<file path="src/rtl/ami_channel_merge_pkg.sv">
// Shared request type and sizing constants for the per-channel merge stage.
package ami_channel_merge_pkg;

  localparam int AMI_NUM_PORTS    = 2;
  localparam int AMI_NUM_APPS     = 2;
  localparam int AMI_NUM_CHANNELS = 4;

  localparam int AMI_ADDR_W = 64;
  localparam int AMI_DATA_W = 64;
  localparam int AMI_SIZE_W = 8;
  localparam int AMI_APP_W  = (AMI_NUM_APPS > 1) ? $clog2(AMI_NUM_APPS) : 1;
  localparam int AMI_PORT_W = (AMI_NUM_PORTS > 1) ? $clog2(AMI_NUM_PORTS) : 1;
  localparam int AMI_CHAN_W = (AMI_NUM_CHANNELS > 1) ? $clog2(AMI_NUM_CHANNELS) : 1;

  localparam int CHMERGE_Q_DEPTH  = 3;
  localparam int CHMERGE_IDX_BITS = $clog2(AMI_NUM_PORTS * AMI_NUM_APPS);

  typedef struct packed {
    logic                  valid;
    logic [AMI_ADDR_W-1:0] addr;
    logic [AMI_DATA_W-1:0] data;
    logic [AMI_SIZE_W-1:0] size;
    logic                  isWrite;
    logic [AMI_APP_W-1:0]  srcApp;
    logic [AMI_PORT_W-1:0] srcPort;
    logic [AMI_CHAN_W-1:0] channel;
  } AMIReq;

  // Index width that stays legal for a single-source instance.
  function automatic int idx_bits(input int n);
    return (n > 1) ? $clog2(n) : 1;
  endfunction

endpackage

</file>
<file path="src/rtl/ami_channel_merge_rr_arbiter.sv">
// Combinational round-robin pick: first requester at or after rr_ptr, wrapping.
module ami_rr_arbiter #(
  parameter int N     = 4,
  parameter int IDX_W = (N > 1) ? $clog2(N) : 1
) (
  input  logic [N-1:0]     req,
  input  logic [IDX_W-1:0] rr_ptr,
  output logic [N-1:0]     grant,
  output logic [IDX_W-1:0] grant_idx,
  output logic             any
);

  logic [IDX_W-1:0] idx;

  always_comb begin
    grant     = '0;
    grant_idx = '0;
    any       = 1'b0;
    idx       = '0;
    for (int off = 0; off < N; off++) begin
      idx = IDX_W'((int'(rr_ptr) + off) % N);
      if (!any && req[idx]) begin
        any        = 1'b1;
        grant[idx] = 1'b1;
        grant_idx  = idx;
      end
    end
  end

endmodule

</file>
<file path="src/rtl/ami_channel_merge.sv">
// Per-channel merge: round-robin over sources into a small FIFO feeding the DRAM controller.
// Optional per-source / full-stall counters under AMI_CHMERGE_STATS_EN.
module ami_channel_merge
  import ami_channel_merge_pkg::*;
#(
  parameter int NUM_PORTS  = AMI_NUM_PORTS * AMI_NUM_APPS,
  parameter int CHANNEL_ID = 0,
  parameter int LOG_DEPTH  = CHMERGE_Q_DEPTH
) (
  input  logic                        clk,
  input  logic                        rst_n,
  input  logic                        enabled,
  input  AMIReq [NUM_PORTS-1:0]       req_in,
  output logic  [NUM_PORTS-1:0]       req_grant_out,
  output AMIReq                       mem_req_out,
  input  logic                        mem_req_grant_in,
  output logic                        err_chan_mismatch,
  output logic  [NUM_PORTS-1:0][31:0] stat_grants,
  output logic  [31:0]                stat_full_cycles
);

  localparam int DEPTH = 1 << LOG_DEPTH;
  localparam int IDX_W = idx_bits(NUM_PORTS);

  logic [NUM_PORTS-1:0] eligible, mismatch, arb_req, arb_grant;
  logic [IDX_W-1:0]     arb_idx, rr_ptr_q, rr_ptr_d;
  logic                 arb_any, full, push, pop;

  AMIReq                q_mem_q [DEPTH];
  AMIReq                q_mem_d [DEPTH];
  logic [LOG_DEPTH-1:0] wr_ptr_q, wr_ptr_d, rd_ptr_q, rd_ptr_d;
  logic [LOG_DEPTH:0]   count_q, count_d;
  logic                 err_q, err_d;

  always_comb begin
    eligible = '0;
    mismatch = '0;
    for (int i = 0; i < NUM_PORTS; i++) begin
      eligible[i] = req_in[i].valid && (req_in[i].channel == AMI_CHAN_W'(CHANNEL_ID));
      mismatch[i] = req_in[i].valid && (req_in[i].channel != AMI_CHAN_W'(CHANNEL_ID));
    end
  end

  // A full queue blocks the grant even if the head leaves this cycle; no grants during reset.
  assign full    = (count_q == (LOG_DEPTH+1)'(DEPTH));
  assign arb_req = (enabled && !full && rst_n) ? eligible : '0;

  ami_rr_arbiter #(.N(NUM_PORTS), .IDX_W(IDX_W)) u_arb (
    .req       (arb_req),
    .rr_ptr    (rr_ptr_q),
    .grant     (arb_grant),
    .grant_idx (arb_idx),
    .any       (arb_any)
  );

  assign req_grant_out = arb_grant;
  assign push          = arb_any;
  assign pop           = (count_q != '0) && mem_req_grant_in;

  always_comb begin
    q_mem_d  = q_mem_q;
    wr_ptr_d = wr_ptr_q;
    rd_ptr_d = rd_ptr_q;
    count_d  = count_q;
    rr_ptr_d = rr_ptr_q;
    err_d    = err_q | (|mismatch);
    if (push) begin
      q_mem_d[wr_ptr_q] = req_in[arb_idx];
      wr_ptr_d          = wr_ptr_q + 1'b1;
      rr_ptr_d          = (arb_idx == IDX_W'(NUM_PORTS-1)) ? '0 : arb_idx + 1'b1;
    end
    if (pop) rd_ptr_d = rd_ptr_q + 1'b1;
    case ({push, pop})
      2'b10:   count_d = count_q + 1'b1;
      2'b01:   count_d = count_q - 1'b1;
      default: count_d = count_q;
    endcase
  end

  always_ff @(posedge clk) begin
    if (!rst_n) begin
      wr_ptr_q <= '0;
      rd_ptr_q <= '0;
      count_q  <= '0;
      rr_ptr_q <= '0;
      err_q    <= 1'b0;
    end else begin
      wr_ptr_q <= wr_ptr_d;
      rd_ptr_q <= rd_ptr_d;
      count_q  <= count_d;
      rr_ptr_q <= rr_ptr_d;
      err_q    <= err_d;
    end
  end

  // Storage needs no reset: count_q alone decides what is visible.
  always_ff @(posedge clk) begin
    q_mem_q <= q_mem_d;
  end

  always_comb begin
    mem_req_out       = q_mem_q[rd_ptr_q];
    mem_req_out.valid = (count_q != '0);
  end

  assign err_chan_mismatch = err_q;

`ifdef AMI_CHMERGE_STATS_EN
  logic [NUM_PORTS-1:0][31:0] stat_grants_q, stat_grants_d;
  logic [31:0]                stat_full_q, stat_full_d;

  always_comb begin
    stat_grants_d = stat_grants_q;
    stat_full_d   = stat_full_q;
    for (int i = 0; i < NUM_PORTS; i++) begin
      if (arb_grant[i] && (stat_grants_q[i] != 32'hFFFF_FFFF))
        stat_grants_d[i] = stat_grants_q[i] + 32'd1;
    end
    if (enabled && full && (|eligible) && (stat_full_q != 32'hFFFF_FFFF))
      stat_full_d = stat_full_q + 32'd1;
  end

  always_ff @(posedge clk) begin
    if (!rst_n) begin
      stat_grants_q <= '0;
      stat_full_q   <= '0;
    end else begin
      stat_grants_q <= stat_grants_d;
      stat_full_q   <= stat_full_d;
    end
  end

  assign stat_grants      = stat_grants_q;
  assign stat_full_cycles = stat_full_q;
`else
  assign stat_grants      = '0;
  assign stat_full_cycles = '0;
`endif

endmodule
</file>
<file path="config.mk">
export PLATFORM = sky130hd
export DESIGN_NAME = ami_channel_merge
export DESIGN_NICKNAME = d
export VERILOG_FILES = /design/src/rtl/ami_channel_merge_pkg.sv /design/src/rtl/ami_channel_merge_rr_arbiter.sv /design/src/rtl/ami_channel_merge.sv
export SDC_FILE = /design/constraint.sdc
export NUM_CORES = 1
export LEC_CHECK = 0
export ABC_CLOCK_PERIOD_IN_PS = 32500
export BUFFER_PORTS_ARGS = -buffer_cell sky130_fd_sc_hd__buf_2
export CORE_MARGIN = 2
export CORE_UTILIZATION = 43
export CTS_CLUSTER_DIAMETER = 30
export DETAILED_ROUTE_END_ITERATION = 6
export GPL_ROUTABILITY_DRIVEN = 0
export HOLD_SLACK_MARGIN = 0.05
export SYNTH_ARGS = -nofsm -noshare
export SYNTH_HDL_FRONTEND = slang
export SYNTH_SLANG_ARGS = --single-unit
</file>
<file path="constraint.sdc">
create_clock -name clk -period 32.5 [get_ports clk]
set_input_delay 1.625 -clock clk [delete_from_list [all_inputs] [get_ports clk]]
set_output_delay 1.625 -clock clk [all_outputs]
set_load 0.02 [all_outputs]
</file>
==> summary by stage, run 1 <==
Run status
The run finished with clean final reports.

Place
The number of placed cells counting well taps is 4526. The total cell area at the placement stage is 53700 um^2. The half-perimeter wire length after placement is just over 70000 um.

The count of buffers inserted at the top-level ports is roughly 720. The worst slack at placement is around 26 ns.

Yosys
Counting instances in the post-synthesis netlist gives the leading cell types as sky130_fd_sc_hd__edfxtp_1 (1128), sky130_fd_sc_hd__mux2i_1 (418), sky130_fd_sc_hd__mux4_2 (283). The number of enable flip-flop cells after synthesis is 1128. Averaged over all synthesized cells, the footprint is a little over 20 um^2. After synthesis, the share of flip-flops with an asynchronous set or reset is 0%.

The synthesized design spends more area on one cell type than any other, namely sky130_fd_sc_hd__edfxtp_1. The cell area after technology mapping is around 49000 um^2. The synthesized netlist cell count is between 2000 and 2500. The Yosys warning count is 0.

The primary flip-flop cell chosen by synthesis mapping is sky130_fd_sc_hd__edfxtp_1. Among all cell types in the netlist, the one instantiated most often is sky130_fd_sc_hd__edfxtp_1. The fraction of post-synthesis cell area in the top cell type by area is between 60% and 70%. Synthesis inferred about 1100 register bits. By area the synthesized netlist is led by sky130_fd_sc_hd__edfxtp_1 (69%), sky130_fd_sc_hd__mux4_2 (13%), sky130_fd_sc_hd__mux2i_1 (8.5%), sky130_fd_sc_hd__mux2_2 (3.2%), sky130_fd_sc_hd__buf_4 (2.9%).

Of the synthesized area, sequential elements account for between 60% and 70%. Counting distinct cell types in the post-synthesis netlist gives 56.

Finish
The layout net count is between 3000 and 4000. For this run, the share of the core covered by cells in the final layout is 54.1%. The share of post-route cells with drive strength above 1 is about 45%.

Compared with the post-synthesis result, the final layout area differs by 24.3%. The combined flip-flop and latch cell area is approximately 34000 um^2. The layout has 8812 filler cells.

For this run, the number of standard cells in the final layout without fillers is around 5000. Once layout is done, the placed cells without fillers occupy between 60000 and 70000 um^2. The area of combinational cells with multiple inputs is between 10000 and 15000 um^2.

Worst hold path
In this run the most critical hold path is launched from err_chan_mismatch$_SDFF_PN0_. The end point of the most critical hold path is err_chan_mismatch$_SDFF_PN0_. The number of instances on the worst hold path is 1. The kind of path behind the tightest hold check is reg -> reg.

Global routing
Entering global routing, the biggest net connects about 110 pins. Across every metal layer, demand over resource in global routing totals between 10% and 20%. The total grt overflow is 0. The number of antenna violations at the first check in global routing is 11. The number of global-route vias before repair is ~28000. The wire length of the first global-routing pass is approximately 170000 um.

Power
In this run the static leakage power is 20.6 nW. The worst-case IR drop observed on VDD is 49.5 uV. For this design the ratio of total power to cell area is roughly 75 nW/um^2.

Clock tree
The number of clock buffers inserted by TritonCTS is 208. The TritonCTS sink count is 1141. TritonCTS built the clock tree.

The clock input transition at the sequential cells of the worst setup and hold paths is about 0.05 ns. In this run, post-CTS hold repair placed 0 buffers. Counting along the longest clock path gives a buffer depth of 3. After clock tree synthesis, the repair step resized 0 gates. Post-CTS timing repair inserted 0 buffers for setup. Clock tree synthesis selected as its root buffer the cell sky130_fd_sc_hd__clkbuf_16. The H-tree generated during clock tree synthesis spans 4 levels.

The clock reaches the later pin of the worst-skew pair after 0.78 ns.

Critical path
The startpoint type of the worst setup path is a flop. Walking the worst path, the cells encountered are buf_4 > buf_4 > mux4_2 > mux2_2 > buf_2. The number of cells on the worst reg-to-reg path is 9. The largest single stage delay on the critical path is slightly above 1 ns. The arrival time reported for the critical path endpoint is between 4 and 5 ns. The setup path with the least slack is of type reg -> out. The required time of the critical path is between 30 and 40 ns. The worst register-to-register path begins at rr_ptr_q[0]$_SDFFE_PN0P_. The endpoint of the lowest-slack register-to-register path is q_mem_q[58]$_DFFE_PP_. In this design, the critical path's most frequently occurring cell is sky130_fd_sc_hd__buf_4.

The largest individual stage delay along the critical path comes from the cell sky130_fd_sc_hd__dfxtp_4. The peak fanout along the critical path is 50. The worst setup path is captured at an output port. The reg2reg setup slack is 27.26 ns.

Timing
Setup repair after global routing left no endpoint under its margin. Between clock sinks in the finished design, the worst skew comes to ~0.023 ns. At the pin with the least slew margin, the transition time is 1.17 ns. The hold violation count in the final report came to 0. The final critical-path setup slack is 26.17 ns. The shortest period the worst path allows is 6.33 ns. Setup violations remaining at the end of the flow were counted as 0. The setup TNS is 0 ns. The normalized max-slew margin is around 22%. Derived from the worst setup path, the maximum achievable clock frequency is between 150 and 200 MHz. The share of the cycle needed by the critical path after routing is 19.5%. The final max-slew violation count was 0.

Detailed routing
Dividing the detail-routed via count by the number of cells gives about 5.2. The detail route stage leaves a number of antenna-violating nets equal to 0. The post-detailed-route wirelength per cell is approximately 24 um.

The violation count after the first detailed-route iteration is around 1400. The number of iterations in the first detailed-routing pass is 5. For this run, design rule violations remaining after detail routing come to 0.

The routed layout has 25600 vias. The final wirelength is ~120000 um.

Run
The number of max-cap violations is 0.

Floorplan
In this run the count of I/O pins placed on the die edge is approximately 900. The starting density of the core is a little over two fifths. The placeable core region is roughly 110000 um^2. In this run the horizontal extent of the chip is about 340 um. After floorplanning, the core was divided into roughly 120 placement rows. The die covers 117000 um^2. The die outline height is between 300 and 400 um.
-- layout by cell type (no fill, tap or decap), types with 3 or more instances in the layout --
cell	n
sky130_fd_sc_hd__edfxtp_1	1128
sky130_fd_sc_hd__buf_2	718
sky130_fd_sc_hd__mux2i_1	418
sky130_fd_sc_hd__mux4_2	283
sky130_fd_sc_hd__clkbuf_16	211
sky130_fd_sc_hd__conb_1	160
sky130_fd_sc_hd__mux2_2	141
sky130_fd_sc_hd__buf_4	41
sky130_fd_sc_hd__bufinv_16	31
sky130_fd_sc_hd__clkinv_2	28
sky130_fd_sc_hd__clkinv_4	28
sky130_fd_sc_hd__clkinv_1	28
sky130_fd_sc_hd__inv_6	23
sky130_fd_sc_hd__clkinvlp_4	20
sky130_fd_sc_hd__clkbuf_1	15
sky130_fd_sc_hd__nand2_1	13
sky130_fd_sc_hd__dfxtp_1	10
sky130_fd_sc_hd__o21ai_0	9
sky130_fd_sc_hd__ha_1	9
sky130_fd_sc_hd__and2_1	8
sky130_fd_sc_hd__a22oi_1	8
sky130_fd_sc_hd__inv_1	7
sky130_fd_sc_hd__nor2_4	6
sky130_fd_sc_hd__clkinv_16	6
sky130_fd_sc_hd__xnor2_1	5
sky130_fd_sc_hd__nor2_1	4
sky130_fd_sc_hd__or3b_1	4
sky130_fd_sc_hd__nand2b_1	3
sky130_fd_sc_hd__dfxtp_4	3
-- routing by layer --
metal | up-vias | wire length (um) | share of wire, % | global-route usage [%]
li1 | 11300 | - | - | -
met1 | 13200 | 46500 | 40 | 24.5
met2 | 849 | 61000 | 52 | 34.3
met3 | 189 | 7250 | 6.2 | 4.90
met4 | 18 | 2450 | 2.1 | 6.05
met5 | - | 118 | 0.10 | 0
-- registers in the layout, summed over array words and instances, names as in the netlist --
signal,count
err_chan_mismatch,1
q_mem_q,1128
count_q,4
wr_ptr_q,3
rr_ptr_q,2
rd_ptr_q,3
-- critical path: cells and delay by family (launching register included) --
family | cells | cell delay [ns]
buffers and inverters | 3 | 1.85
DFF | 1 | 1.03
muxes | 2 | 0.90
-- cells by family after synthesis --
logic type      share of synthesized area (%)
flops                                    69.6
mux                                      24.8
buf+inv                                  3.90
simple gates                            0.793
compound gates                          0.579
fa+ha+maj                               0.270
xor+xnor                                0.125
other cells                           0.00764
-- through the flow --
step	power (W)	hold slack (ns)
2_1_floorplan	0.00223	0.467
3_3_place_gp	0.00242	0.477
3_5_place_dp	0.00243	0.483
4_1_cts	0.00463	0.494
5_1_grt	0.00475	0.503
6_report	0.00458	0.510
-- area by class of cell --
type / count / share of cell area [%]
diodes: 2 / 0.00820
clock buffers: 226 / 8.75
clock inverters: 167 / 3.28
inverters: 7 / 0.0431
multi-input cells: 1117 / 22.4
flip-flops and latches: 1141 / 56.0
well taps: 1500 / 3.08
repair buffers: 761 / 6.46
-- power by group --
part / internal [W] / switching (W) / leakage (nW)
combinational: 0.000317 / 0.000373 / 6.80
clock: 0.00144 / 0.000748 / 3.52
sequential: 0.00167 / 0.0000217 / 10.3
total: 0.00343 / 0.00114 / 20.6
-- worst max-delay path by stage --
stage / startpoint / endpoint / slack, ns
after global routing: rd_ptr_q[0]$_SDFFE_PN0P_ / mem_req_out[52] / 25.66
after global placement: req_in[426] / q_mem_q[200]$_DFFE_PP_ / 26.31
after CTS: rd_ptr_q[0]$_SDFFE_PN0P_ / mem_req_out[27] / 25.87
final: rd_ptr_q[0]$_SDFFE_PN0P_ / mem_req_out[32] / 26.17
after floorplan: req_in[426] / q_mem_q[1000]$_DFFE_PP_ / 19.11
after detailed placement: req_in[426] / q_mem_q[200]$_DFFE_PP_ / 26.08
(Power assumes the default switching activity.)
==> run 2, diff against run 1 <==
--- a/config.mk
+++ b/config.mk
@@ -5,7 +5,7 @@
 export SDC_FILE = /design/constraint.sdc
 export NUM_CORES = 1
 export LEC_CHECK = 0
-export ABC_CLOCK_PERIOD_IN_PS = 32500
+export ABC_CLOCK_PERIOD_IN_PS = 5400
 export BUFFER_PORTS_ARGS = -buffer_cell sky130_fd_sc_hd__buf_2
 export CORE_MARGIN = 2
 export CORE_UTILIZATION = 43
@@ -13,6 +13,7 @@
 export DETAILED_ROUTE_END_ITERATION = 6
 export GPL_ROUTABILITY_DRIVEN = 0
 export HOLD_SLACK_MARGIN = 0.05
+export PLACE_DENSITY = 0.67
 export SYNTH_ARGS = -nofsm -noshare
 export SYNTH_HDL_FRONTEND = slang
 export SYNTH_SLANG_ARGS = --single-unit
==> constraint.sdc (replaced) <==
create_clock -name clk -period 5.4 [get_ports clk]
set_input_delay 0.27 -clock clk [delete_from_list [all_inputs] [get_ports clk]]
set_output_delay 0.27 -clock clk [all_outputs]
set_load 0.02 [all_outputs]
==> run 2 against run 1 <==
Against the previous run:
- cell area is 1.9% higher
- via count up 0.79%
- register-to-register slack got worse by 26 ns
- critical path type is now reg -> reg
- critical endpoint is now q_mem_q[957]$_DFFE_PP_
- highest routed layer unchanged
==> summary by stage, run 2 (synthesis gave the netlist of run 1 again) <==
Clock tree
TritonCTS built the clock tree. The H-tree depth reported by CTS is 4 (unchanged). The TritonCTS sink count came to 1141 (unchanged).

The insertion delay to the later sink of the worst-skew pair is 0.80 ns (+0.02 ns). The tree is rooted in a sky130_fd_sc_hd__clkbuf_16. The clock input transition at the sequential cells of the worst setup and hold paths is 0.05 ns (about the same). The number of clock buffers inserted by TritonCTS was 217 (+4.3%).

The maximum number of buffers from clock root to sink was 3 (unchanged).

Critical path
The worst register-to-register path ends at q_mem_q[957]$_DFFE_PP_. For this design, the slowest cell found on the critical path is sky130_fd_sc_hd__dlygate4sd3_1. The arrival time reported for the critical path endpoint was 5.06 ns (+0.36 ns).

The kind of cell with the highest combined delay on the critical path is buffers and inverters. The startpoint of the worst register-to-register path is rr_ptr_q[0]$_SDFFE_PN0P_. The worst setup path is captured at a flop. The sum of buffers and inverters on the critical path is 4 (+1). The required time of the critical path is 5.91 ns (-24.96 ns). The startpoint type of the worst setup path is a flop. The peak fanout along the critical path is 50 (unchanged). The reg2reg setup slack was 0.85 ns (-26.41 ns).

The largest stage delay on the critical path is 0.64 ns (-0.39 ns). The count of cells along the worst register-to-register path is 10 (+1). The signal on the critical path passes through or4bb_1 > and2_1 > o21a_1 > a211oi_4 > buf_12 > buf_4 > mux2i_1 > dlygate4sd3_1 > mux2i_1 > dlygate4sd3_1. By startpoint and endpoint, the worst setup path is classified as reg -> reg.

Power
The power density normalized to cell area is 454 nW/um^2 (+510%). The clock power share was 49.0% (+1.1 points). The switching power came to 0.00708 W (+520%).

The largest vdd supply drop came to 327 uV (+560%). The leakage power is 21.0 nW (+2.0%). The part of the power in registers came to 36.1% (-0.9 points). The switching fraction of total power was 25.1% (+0.10 points).

The part of the total power dissipated in combinational logic is 14.8% (-0.3 points). The internal cell power was 0.0212 W (+520%).

Timing
The slew at the pin closest to its max-slew limit is 1.05 ns (-0.114 ns). The hold violation count in the final report is 0 (unchanged). The final max-slew violation count is 0 (unchanged). The shortest period the worst path allows is 4.55 ns. The setup skew after layout is 0.0495 ns (+0.0266 ns). The hold slack is 0.0961 ns (-0.414 ns). The number of setup violations in the final report is 0 (unchanged). Setup repair after global routing left no endpoint under its margin. The setup TNS is 0 ns (unchanged). In the finished design, the share of the clock period the worst path needs comes to 84.3%. The fmax is ~220 MHz. The normalized max-slew margin is 29.7% (+7.5 points).

Finish
The number of flip-flops under the largest register name is 1128 (unchanged). The layout net count is 3868 (+1.3%). The number of fill cells in the layout came to 8571 (-2.7%). The library cell used most frequently in the layout, excluding fill and tap cells, is sky130_fd_sc_hd__edfxtp_1. The share of post-route cells with drive strength above 1 is 46.0% (+0.49 points). The largest registers in the layout are q_mem_q: 1128 flops, count_q: 4 flops. More flip-flops sit in one register than any other, and that register is q_mem_q. The top cell types in the final layout, fill and taps aside, are sky130_fd_sc_hd__edfxtp_1 (1128), sky130_fd_sc_hd__buf_2 (718), sky130_fd_sc_hd__mux2i_1 (418), sky130_fd_sc_hd__mux4_2 (283), sky130_fd_sc_hd__clkbuf_16 (217).

Relative to the synthesized area, the layout overhead comes to 26.7%. The post-layout utilization of the core is 55.1% (+1.0 points).

Global routing
The largest net degree at the start of global routing came to 85 (-24%). The number of global-route vias before repair is 27400 (-1.1%). The number of antenna violations at the first check in global routing is 3 (-8). The wire length of the first global-routing pass was 164000 um (-4.1%).

The total grt overflow is 0 (unchanged). The total track usage is 18.8% (-0.99 points).

Detailed routing
The number of nets with antenna violations after detailed routing is 0 (unchanged). The post-detailed-route wirelength per cell is 22.4 um (-6.2%). The final wirelength is 111000 um (-5.1%).

The count of unresolved DRC violations after routing is 0 (unchanged). The number of iterations in the first detailed-routing pass is 5 (unchanged). The violation count after the first detailed-route iteration is 1540 (+7.8%). The total via count in the routed design was 25800 (+0.79%). The via-per-instance ratio is 5.19 (-0.41%).

Floorplan
The die outline height is 342 um (unchanged). The die footprint is 117000 um^2 (unchanged). The count of standard-cell rows is 123 (unchanged). The total I/O pin count is 879 (unchanged). The placeable core region is 113000 um^2 (unchanged). The starting density of the core is 43.5% (unchanged). The width of the die was 342 um (unchanged).

Worst hold path
The number of instances on the worst hold path is 3 (+2). The worst hold path begins at req_in[35]. The end point of the most critical hold path is q_mem_q[1029]$_DFFE_PP_. The min-delay analysis places its worst path in the category in -> reg.

Run
The number of max-cap violations is 0 (unchanged).

Run status
The run finished with clean final reports.

Place
The half-perimeter wire length after placement is 65300 um (-7.2%). The count of buffers inserted at the top-level ports was 718 (unchanged).
run 2: cell count changes in the layout (fill, tap and decap cells not counted), sizes merged, moves of 7 or more:
cell | before | now
buf | 761 | 777
clkbuf | 226 | 237
clkinv | 91 | 77
inv | 32 | 39
clkinvlp | 20 | 31
dlygate4sd3 | 0 | 25
run 2: per-stage QoR:
stage | cell area, um^2 | std cells | setup WS (ns) | total power, W
2_1_floorplan | 49700 | 2553 | -0.422 | 0.0134
3_3_place_gp | 54200 | 4542 | 1.41 | 0.0146
3_5_place_dp | 54200 | 4542 | 1.33 | 0.0146
4_1_cts | 62200 | 4978 | 0.886 | 0.0285
5_1_grt | 62200 | 4979 | 0.597 | 0.0292
6_report | 62200 | 4980 | 0.850 | 0.0282
run 2: worst register-to-register path: cells and delay by family (launching register included):
kind	cells	cell delay, ns
mux	2	0.32
simple gates	2	0.73
buf+inv	4	2.06
compound gates	2	0.56
flops	1	0.62
run 2: timing repair:
action / CTS / global route
gates resized for setup: 0 / 0
buffers inserted: 0 / 0
endpoints found under the hold margin: 73 / 0
hold buffers: 25 / 0
run 2: worst max-delay path by stage:
stage	endpoint	start	cells after the start	slack, ns
2_1_floorplan	q_mem_q[568]$_DFFE_PP_	rr_ptr_q[0]$_SDFFE_PN0P_	6	-0.42
3_3_place_gp	q_mem_q[644]$_DFFE_PP_	rr_ptr_q[0]$_SDFFE_PN0P_	8	1.41
3_5_place_dp	q_mem_q[932]$_DFFE_PP_	rr_ptr_q[0]$_SDFFE_PN0P_	8	1.33
4_1_cts	q_mem_q[673]$_DFFE_PP_	rr_ptr_q[0]$_SDFFE_PN0P_	10	0.89
5_1_grt	q_mem_q[389]$_DFFE_PP_	rr_ptr_q[0]$_SDFFE_PN0P_	10	0.60
6_report	q_mem_q[957]$_DFFE_PP_	rr_ptr_q[0]$_SDFFE_PN0P_	10	0.85
run 2: area by class of cell:
class	count	area, um^2	area share (%)
Sequential cell	1141	34100	54.9
Multi-Input combinational cell	1117	13700	22.1
Clock buffer	237	5510	8.86
Timing Repair Buffer	802	4650	7.48
Clock inverter	174	2240	3.61
Tap cell	1500	1880	3.02
Inverter	7	26.3	0.0423
Antenna cell	2	5.00	0.00805
run 2: power groups by stage:
| stage | Sequential [W] | Clock (W) | Combinational [W] |
|---|---|---|---|
| after floorplan | 0.0103 | 0 | 0.00316 |
| after global placement | 0.0104 | 0 | 0.00421 |
| after detailed placement | 0.0104 | 0 | 0.00424 |
| after CTS | 0.0102 | 0.0141 | 0.00428 |
| after global routing | 0.0102 | 0.0145 | 0.00452 |
| final | 0.0102 | 0.0138 | 0.00419 |
run 2: layer usage:
| layer | GRT usage, % | wire length (um) |
|---|---|---|
| met3 | 4.12 | 6210 |
| met2 | 33.1 | 58700 |
| met4 | 6.38 | 2460 |
| met5 | 0 | 14 |
| met1 | 22.9 | 44000 |
==> run 3, diff against run 2 <==
--- a/config.mk
+++ b/config.mk
@@ -5,7 +5,7 @@
 export SDC_FILE = /design/constraint.sdc
 export NUM_CORES = 1
 export LEC_CHECK = 0
-export ABC_CLOCK_PERIOD_IN_PS = 5400
+export ABC_CLOCK_PERIOD_IN_PS = 4700
 export BUFFER_PORTS_ARGS = -buffer_cell sky130_fd_sc_hd__buf_2
 export CORE_MARGIN = 2
 export CORE_UTILIZATION = 43
@@ -13,7 +13,6 @@
 export DETAILED_ROUTE_END_ITERATION = 6
 export GPL_ROUTABILITY_DRIVEN = 0
 export HOLD_SLACK_MARGIN = 0.05
-export PLACE_DENSITY = 0.67
 export SYNTH_ARGS = -nofsm -noshare
 export SYNTH_HDL_FRONTEND = slang
 export SYNTH_SLANG_ARGS = --single-unit
==> constraint.sdc (replaced) <==
create_clock -name clk -period 4.7 [get_ports clk]
set_input_delay 0.235 -clock clk [delete_from_list [all_inputs] [get_ports clk]]
set_output_delay 0.235 -clock clk [all_outputs]
set_load 0.02 [all_outputs]
==> run 3 against run 2 <==
Against the previous run:
- count of clock-buffer cells in the layout down 5
- first-iteration DRC count down 6.4%
- core utilization up 0.089 points
- sequential power up 15%
- total power up 13%
- global-route usage up 0.99 points
==> summary by stage, run 3 (synthesis gave the netlist of run 1 again) <==
Critical path
The slowest cell on the critical path is sky130_fd_sc_hd__dlygate4sd3_1. The count of cells along the worst register-to-register path was 10 (unchanged). In this run the critical register-to-register path is launched from rr_ptr_q[0]$_SDFFE_PN0P_. The largest stage delay on the critical path is 0.68 ns (+0.04 ns).

Following the worst setup path forward leads to its endpoint at q_mem_q[1037]$_DFFE_PP_. The most critical setup path has its startpoint at rr_ptr_q[0]$_SDFFE_PN0P_. The peak fanout along the critical path is 59 (+18%).

The reg2reg setup slack is 0.16 ns (-0.69 ns). The required time of the critical path is 5.18 ns (-0.73 ns). STA classifies the critical path endpoint as a flop. The critical path goes through or4bb_1 > and2_1 > o21a_1 > a211oi_4 > buf_12 > buf_12 > mux2i_1 > dlygate4sd3_1 > mux2i_1 > dlygate4sd3_1. The startpoint type of the worst setup path is a flop. The endpoint of the lowest-slack register-to-register path is q_mem_q[1037]$_DFFE_PP_. The arrival time reported for the critical path endpoint was 5.02 ns (-0.04 ns). The setup path with the least slack is of type reg -> reg.

Timing
The setup skew after layout came to 0.0386 ns (-0.0109 ns). The number of setup violations in the final report is 0 (unchanged). The normalized max-slew margin is 33.9% (+4.2 points). The share of the cycle needed by the critical path after routing was 96.5% (+12 points).

The final max-slew violation count was 0 (unchanged). The shortest period the worst path allows was 4.54 ns (-0.0144 ns). The hold violation count in the final report came to 0 (unchanged). The slew at the pin closest to its max-slew limit is 0.992 ns (-0.0602 ns). The fmax was 220 MHz (+0.32%). Setup repair after global routing left no endpoint under its margin.

Worst hold path
The number of instances on the worst hold path came to 3 (unchanged). The min-delay analysis places its worst path in the category in -> reg.

Detailed routing
The number of iterations in the first detailed-routing pass is 5 (unchanged). The post-detailed-route wirelength per cell was 23.5 um (+4.9%). The via-per-instance ratio is 5.20 (+0.21%). The total via count in the routed design came to 26100 (+0.89%). The violation count after the first detailed-route iteration is 1441 (-6.4%). The final wirelength is 118000 um (+5.6%). The number of nets with antenna violations after detailed routing came to 0 (unchanged). The count of unresolved DRC violations after routing is 0 (unchanged).

Global routing
The largest net degree at the start of global routing is 80 (-5.9%). The total track usage is 19.8% (+0.99 points). The number of global-route vias before repair was 28100 (+2.7%). The wire length of the first global-routing pass is 171000 um (+4.3%). The total grt overflow is 0 (unchanged). The number of antenna violations at the first check in global routing is 2 (-1).

Finish
The final cell area excluding filler cells came to 62300 um^2 (+0.16%). In the layout the commonest cells are sky130_fd_sc_hd__edfxtp_1 (1128), sky130_fd_sc_hd__buf_2 (718), sky130_fd_sc_hd__mux2i_1 (418), sky130_fd_sc_hd__mux4_2 (283), sky130_fd_sc_hd__clkbuf_16 (213). The layout net count is 3913 (+1.2%).

The top register by number of flip-flops is q_mem_q. The number of fill cells in the layout was 8710 (+1.6%). The antenna diode count is 0 (-2). The number of flip-flops under the largest register name is 1128 (unchanged).

From synthesis to final layout, the design area changed by 26.9%. The post-layout utilization of the core was 55.2% (+0.089 points). The largest registers in the layout are q_mem_q: 1128 flops, count_q: 4 flops. The share of post-route cells with drive strength above 1 is 45.2% (-0.81 points). Leaving out fill and tap cells, the most frequent cell in the layout is sky130_fd_sc_hd__edfxtp_1.

Run
The number of max-cap violations came to 0 (unchanged).

Clock tree
The insertion delay to the later sink of the worst-skew pair is 0.80 ns (about the same). The H-tree depth reported by CTS is 4 (unchanged). The TritonCTS sink count came to 1141 (unchanged). The post-cts gate resize count is 0 (unchanged).

The number of clock buffers inserted by TritonCTS was 212 (-2.3%). TritonCTS built the clock tree. The maximum number of buffers from clock root to sink is 3 (unchanged). The buffer cell driving the clock tree root is sky130_fd_sc_hd__clkbuf_16. The clock input transition at the sequential cells of the worst setup and hold paths is 0.05 ns (about the same).

Floorplan
The count of standard-cell rows is 123 (unchanged). The placeable core region is 113000 um^2 (unchanged). The die footprint is 117000 um^2 (unchanged). The starting density of the core is 43.5% (unchanged). The width of the die is 342 um (unchanged). The total I/O pin count is 879 (unchanged). The die outline height is 342 um (unchanged).

Power
The part of the power in registers is 36.8% (+0.7 points). The leakage power is 21.1 nW (+0.29%). The switching fraction of total power is 24.9% (-0.13 points). The clock power share came to 47.7% (-1.3 points). The switching power is 0.00793 W (+12%).

The power density normalized to cell area was 511 nW/um^2 (+12%). The sum of internal, switching and leakage power was 0.0318 W (+13%). The internal cell power is 0.0239 W (+13%). The part of the total power dissipated in combinational logic came to 15.5% (+0.7 points).

The largest vdd supply drop is 343 uV (+4.7%).

Place
The half-perimeter wire length after placement is 70800 um (+8.3%). The count of buffers inserted at the top-level ports is 718 (unchanged). The total cell area at the placement stage is 54200 um^2 (+0.17%).

Run status
The flow ran to the end, and the final reports show no timing, DRC or antenna violations.
## run 3: changes by cell type in the layout (fill, tap and decap cells not counted), moves of 5 or more
cell	before	now
sky130_fd_sc_hd__dlygate4sd3_1	25	63
sky130_fd_sc_hd__buf_4	30	42
sky130_fd_sc_hd__bufinv_16	34	29
sky130_fd_sc_hd__clkinv_1	14	28
sky130_fd_sc_hd__inv_16	6	1
sky130_fd_sc_hd__clkinv_4	26	15
## run 3: cell type report
| class | count | area [um^2] | area share [%] |
|---|---|---|---|
| inverters | 7 | 26.3 | 0.0422 |
| clock inverters | 165 | 1950 | 3.13 |
| flip-flops and latches | 1141 | 34100 | 54.8 |
| clock buffers | 232 | 5430 | 8.72 |
| repair buffers | 852 | 5120 | 8.22 |
| well taps | 1500 | 1880 | 3.01 |
| multi-input cells | 1117 | 13700 | 22.0 |
## run 3: metal layers
layer / track usage (%) / part of all wire (%) / routed length [um] / vias up
li1: - / - / - / 11500
met1: 24.2 / 40 / 46800 / 13600
met2: 34.9 / 53 / 61800 / 795
met3: 4.47 / 5.8 / 6860 / 146
met4: 5.90 / 1.9 / 2200 / 0
met5: 0 / 0 / 0 / -
## run 3: critical path, delay by kind of cell (launching register included)
family | cells | cell delay (ns)
buffers and inverters | 4 | 1.91
and+or+nand+nor | 2 | 0.71
DFF | 1 | 0.63
AOI/OAI and AO/OA | 2 | 0.59
muxes | 2 | 0.28
## run 3: metrics by stage
step | hold slack (ns) | cells | setup TNS (ns) | setup slack (ns)
finish | 0.0929 | 5014 | 0 | 0.165
global route | 0.0822 | 5014 | 0 | 0.00858
CTS | 0.0502 | 5014 | 0 | 0.253
detailed placement | 0.532 | 4554 | 0 | 0.813
global placement | 0.499 | 4554 | 0 | 0.860
floorplan | 0.363 | 2553 | -1165.02 | -1.12
## run 3: timing repair
action | in CTS | in global routing
hold buffers | 63 | 0
setup buffers | 0 | 0
endpoints found under the hold margin | 205 | 0
## run 3: worst min path at each step
stage | start | endpoint
after global placement | count_q[3]$_SDFFE_PN0P_ | count_q[3]$_SDFFE_PN0P_
final | req_in[124] | q_mem_q[408]$_DFFE_PP_
after CTS | req_in[394] | q_mem_q[536]$_DFFE_PP_
after detailed placement | count_q[3]$_SDFFE_PN0P_ | count_q[3]$_SDFFE_PN0P_
after global routing | req_in[104] | q_mem_q[814]$_DFFE_PP_
after floorplan | rst_n | wr_ptr_q[1]$_SDFFE_PN0P_
## run 3: power by group through the flow
stage               Clock [W]  Combinational [W]  Sequential [W]
finish                 0.0152            0.00491          0.0117
floorplan                   0            0.00363          0.0118
global placement            0            0.00490          0.0119
global route           0.0159            0.00530          0.0117
detailed placement          0            0.00498          0.0119
CTS                    0.0154            0.00505          0.0117
